[src/rtl/rng_log_gen.sv]
// Taus88 uniform 32-bit RNG feeding a 3-stage fixed-point natural-log pipeline.
// log_rand_num = ln(r) * 2^27 (unsigned, clamped to MAXLOG); all state advances on enable.
module rng_log_gen #(
    parameter logic [31:0] SEED1     = 32'd12345,
    parameter logic [31:0] SEED2     = 32'd67890,
    parameter logic [31:0] SEED3     = 32'd98765,
    parameter logic [31:0] LN2_CONST = 32'd93032640,
    parameter logic [31:0] MAXLOG    = 32'd2977044471
) (
    input  logic        clock,
    input  logic        reset,
    input  logic        enable,
    input  logic        load_seed,
    input  logic [31:0] seed1,
    input  logic [31:0] seed2,
    input  logic [31:0] seed3,
    input  logic        test_mode,
    input  logic [31:0] test_rand,
    output logic [31:0] rand_out,
    output logic [31:0] log_rand_num,
    output logic        log_valid
);

    // Taus88 generator state
    logic [31:0] s1_q, s2_q, s3_q;
    logic [31:0] s1_d, s2_d, s3_d;
    logic [31:0] s1_step, s2_step, s3_step;
    logic [31:0] b1, b2, b3;

    // Pipeline registers
    logic [31:0] rand_q, rand_d;
    logic [26:0] log2q_q, log2q_d;
    logic [31:0] log_q, log_d;
    logic        v1_q, v2_q, v3_q;

    // Stage-2 / stage-3 datapath
    logic [4:0]  msb_pos;
    logic [31:0] norm;
    logic [21:0] mant;
    logic [53:0] prod;
    logic [31:0] res;
    logic        unused_bits;

    always_comb begin
        b1      = ((s1_q << 13) ^ s1_q) >> 19;
        s1_step = ((s1_q & 32'hFFFF_FFFE) << 12) ^ b1;
        b2      = ((s2_q << 2) ^ s2_q) >> 25;
        s2_step = ((s2_q & 32'hFFFF_FFF8) << 4) ^ b2;
        b3      = ((s3_q << 3) ^ s3_q) >> 11;
        s3_step = ((s3_q & 32'hFFFF_FFF0) << 17) ^ b3;
    end

    // Seeds with too few high bits would lock a component at zero, so they are replaced.
    always_comb begin
        s1_d = s1_q;
        s2_d = s2_q;
        s3_d = s3_q;
        if (load_seed) begin
            s1_d = (seed1[31:1] == 31'd0) ? 32'd2  : seed1;
            s2_d = (seed2[31:3] == 29'd0) ? 32'd8  : seed2;
            s3_d = (seed3[31:4] == 28'd0) ? 32'd16 : seed3;
        end else if (enable) begin
            s1_d = s1_step;
            s2_d = s2_step;
            s3_d = s3_step;
        end
    end

    always_ff @(posedge clock or posedge reset) begin
        if (reset) begin
            s1_q <= SEED1;
            s2_q <= SEED2;
            s3_q <= SEED3;
        end else begin
            s1_q <= s1_d;
            s2_q <= s2_d;
            s3_q <= s3_d;
        end
    end

    // Stage 1: uniform sample, taken from the stepped state
    assign rand_d = test_mode ? test_rand : (s1_step ^ s2_step ^ s3_step);

    // Stage 2: log2 in Q5.22 -- integer part is the MSB index, fraction the bits below it
    always_comb begin
        msb_pos = 5'd0;
        for (int i = 1; i < 32; i++) begin
            if (rand_q[i]) begin
                msb_pos = 5'(i);
            end
        end
    end

    assign norm    = rand_q << (5'd31 - msb_pos);
    assign mant    = norm[30:9];
    assign log2q_d = {msb_pos, mant};

    // Stage 3: scale by ln2 back to the natural log
    assign prod  = 54'(log2q_q) * 54'(LN2_CONST);
    assign res   = prod[53:22];
    assign log_d = (res > MAXLOG) ? MAXLOG : res;

    assign unused_bits = ^{norm[31], norm[8:0], prod[21:0]};

    always_ff @(posedge clock or posedge reset) begin
        if (reset) begin
            rand_q  <= 32'd0;
            log2q_q <= 27'd0;
            log_q   <= 32'd0;
        end else if (enable && !load_seed) begin
            rand_q  <= rand_d;
            log2q_q <= log2q_d;
            log_q   <= log_d;
        end
    end

    // Valid bits track whether each stage holds a post-reset/post-load sample
    always_ff @(posedge clock or posedge reset) begin
        if (reset) begin
            v1_q <= 1'b0;
            v2_q <= 1'b0;
            v3_q <= 1'b0;
        end else if (load_seed) begin
            v1_q <= 1'b0;
            v2_q <= 1'b0;
            v3_q <= 1'b0;
        end else if (enable) begin
            v1_q <= 1'b1;
            v2_q <= v1_q;
            v3_q <= v2_q;
        end
    end

    assign rand_out     = rand_q;
    assign log_rand_num = log_q;
    assign log_valid    = v3_q;

endmodule

[config.mk]
export PLATFORM = sky130hd
export DESIGN_NAME = rng_log_gen
export DESIGN_NICKNAME = d
export VERILOG_FILES = /design/src/rtl/rng_log_gen.sv
export SDC_FILE = /design/constraint.sdc
export NUM_CORES = 1
export LEC_CHECK = 0
export CORE_MARGIN = 5
export CORE_UTILIZATION = 45
export CTS_CLUSTER_DIAMETER = 30
export DETAILED_ROUTE_END_ITERATION = 10
export PLACE_DENSITY_LB_ADDON = 0.2
export SYNTH_ARGS = -nofsm -noshare
export SYNTH_HDL_FRONTEND = slang
export SYNTH_SLANG_ARGS = --single-unit
[constraint.sdc]
create_clock -name clock -period 21.1 [get_ports clock]
set_clock_uncertainty 0.1 [all_clocks]
set_input_delay 2.11 -clock clock [delete_from_list [all_inputs] [get_ports clock]]
set_output_delay 2.11 -clock clock [all_outputs]
set_load 0.05 [all_outputs]
==> results by group <==
Run status
  • Status: finished clean

Die
  • Num rows: 77
  • I/O pin total: 198
  • DIE AREA: just under 50000 sq um
  • Core ar.: 44400 sq um
  • Chip height: 222 um
  • Initial core utilization: 45.6%
  • Die Span X: 222 um

Min path
  • Worst Hold Depth: 2
  • Hold Path Class: reg -> reg

Logic synthesis
  • Synth area leaders: dfrtp_1 (21%), fa_1 (17%), ha_1 (14%)
  • Synth Net Count: 2757
  • Count leader, synth: inv_1
  • FFs w/ async S/R, synth: 100%
  • Post-synth EDFFs: 0
  • Simple-gate share of the synthesized area: 9.75%
  • Top cells by count, synth: inv_1 (318), ha_1 (233), nand2_1 (200)
  • Xor-xnor portion of the synthesized cell area: 5.97%
  • Mapped cell area: 20300 sq um
  • Post-Synth Adder-Cell Area: 31.8%
  • Top-area cell type share of the netlist area: 20.6%
  • Dominant synthesized flop cell: dfrtp_1
  • Yosys warns: 0
  • Largest family of logic cells by synthesized area: adder cells
  • Synth Area in Compound Gates: 14.0%
  • Leading area contributor after synthesis: dfrtp_1
  • Seq/Total Area, Yosys: 22.6%
  • Library cells used by synthesis: 79
  • Post-synthesis register bit count: 182
  • Post-synthesis cell count: ~2200
  • Post-synthesis mux area share: 7.92%
  • Mapped Avg Cell Area: 9.15 sq um

Detailed routing
  • Detailed Route WL: 60200 um
  • Residual DRC count: 0
  • Wirelength per Cell: around 20 um
  • DR vias: 16300
  • Antenna Nets Post-Route: 0
  • First drt pass iteration count: 6
  • DR iter-0 viols: 974
  • Drt via density: between 5 and 6

Worst setup path
  • CP required: ~21 ns
  • Worst Setup End Kind: flip-flop
  • Crit path launch type: flip-flop
  • Reg2reg path depth: 22
  • Flop-to-flop setup slack: 12.16 ns
  • Worst-path maximum fanout: 24
  • Type of the worst setup path: reg -> reg
  • Critical Path AT: roughly 9 ns

Clock tree
  • Number of buffers created by CTS: 17
  • Clock tree sinks: roughly 180
  • # hold bufs at CTS: 0
  • Clock Path Buffers: 2
  • Clk_lat worst skew: 0.50 ns
  • Post-CTS Setup Bufs: 0
  • Post_cts resized: 0
  • H-tree levels: 4
  • TritonCTS clock tree: yes
  • Reg clk slew, reported paths: around 0.080 ns
  • Root buf cell: clkbuf_16

Cells and area
  • Fin nets: 2875
  • Fillers: just over 4000
  • Area Overhead vs Synth: 14.7%
  • Antenna diode count: 0
  • Layout cells sized above 1: 4.09%

GRT
  • Largest net degree at the start of global routing: 126
  • Total GRT Usage: 24.6%
  • Grt ovf: 0
  • First-pass GRT wire length: 95700 um
  • Initial antenna violation count: 0
  • Vias in the first global route: 17300

Placement
  • PortBufs: around 190
  • HPWL after DPL: 48800 um
  • Placer Congestion: about 0.92

Timing
  • Max Freq: roughly 0.11 GHz
  • Finish-stage setup viols: 0
  • Slew margin rel.: 28.1%
  • Max Slew Vio Count: 0
  • Worst-Margin Slew: around 1.1 ns
  • Tcrit/Tclk final: 42.4%
  • Fin crit period: 8.94 ns
  • Final Hold Viols: 0
  • Setup TNS: 0 ns
  • RSZ-0062 raised after global routing: false

Job
  • Max Cap Viol: 0
[flip-flops by register name (all words and copies together), names as in the netlist]
| name | flops |
|---|---|
| log2q_q | 27 |
| log_valid | 1 |
| v2_q | 1 |
| rand_out | 32 |
| s1_q | 31 |
| s2_q | 29 |
| log_rand_num | 32 |
| v1_q | 1 |
| s3_q | 28 |
[final timing paths]
kind / start / to
max: log2q_q[10] / log_rand_num[14]
min: log_rand_num[30] / log_rand_num[30]
max reg2reg: log2q_q[10] / log_rand_num[14]
min reg2reg: log_rand_num[30] / log_rand_num[30]
max in group asynchronous: reset / log_rand_num[10]
min in group asynchronous: reset / s2_q[15]
[critical path, cell delays in order (launching register included)]
cell       delay, ns
dfrtp_1         0.69
inv_1           0.27
fa_1            0.52
fa_1            0.52
inv_1           0.05
ha_1            0.29
fa_1            0.56
fa_1            0.43
fa_1            0.49
inv_1           0.05
fa_1            0.49
inv_1           0.04
ha_1            0.43
nand4_1         0.32
nor4_1          0.76
or3_1           0.20
o22ai_1         0.08
a211oi_1        0.81
a21oi_1         0.17
xor2_1          0.31
nor4b_2         0.36
o2111ai_4       0.45
a32o_1          0.42
[metrics by stage]
step                      setup WS (ns)  util, %  instance area [sq um]  cells  hold slack, ns
after floorplan                   13.93        -                  20300   2215           0.360
after global placement            12.23     50.9                  22600   2906           0.372
after detailed placement          12.23     50.9                  22600   2906           0.370
after CTS                         12.18     52.3                  23200   2938           0.389
after global routing              11.62     52.3                  23200   2938           0.411
final                             12.16     52.3                  23200   2938           0.388
[layout by cell type (no fill, tap or decap), types with 17 or more instances in the layout]
cell type / n
xor2_1: 43
clkbuf_16: 17
a21oi_1: 103
nor2_1: 126
nand2_1: 200
dfrtp_1: 167
inv_1: 317
o21ai_0: 168
clkdlybuf4s50_1: 186
a31oi_1: 24
xnor2_1: 95
mux2i_1: 148
ha_1: 233
nand3_1: 17
fa_1: 176
nor3_1: 21
nor4_1: 30
[cell families after synthesis]
kind of cell | Yosys count
and+or+nand+nor | 450
AOI/OAI and AO/OA | 453
xor gates and xnor gates | 138
DFF | 182
muxes | 159
buffers and inverters | 424
adders and majority gates | 409
[layer usage]
metal  GRT usage (%)  vias to the layer above  part of all wire [%]
li1                -                     7743                     -
met1            30.1                     7981                    41
met2            43.1                      467                    50
met3            4.63                       96                   5.0
met4            9.29                        0                   3.6
met5               0                        -                     0
[area by class of cell]
class	count	area, sq um	area share [%]
Clock inverter	15	201	0.867
Multi-Input combinational cell	1609	14100	60.7
Timing Repair Buffer	203	1990	8.55
Sequential cell	182	4570	19.7
Clock buffer	17	425	1.83
Inverter	320	1210	5.19
Tap cell	592	741	3.19
Power is left out: the tool's default activity adds up to more than one toggle a clock period on the data nets, which glitch-free logic cannot reach.
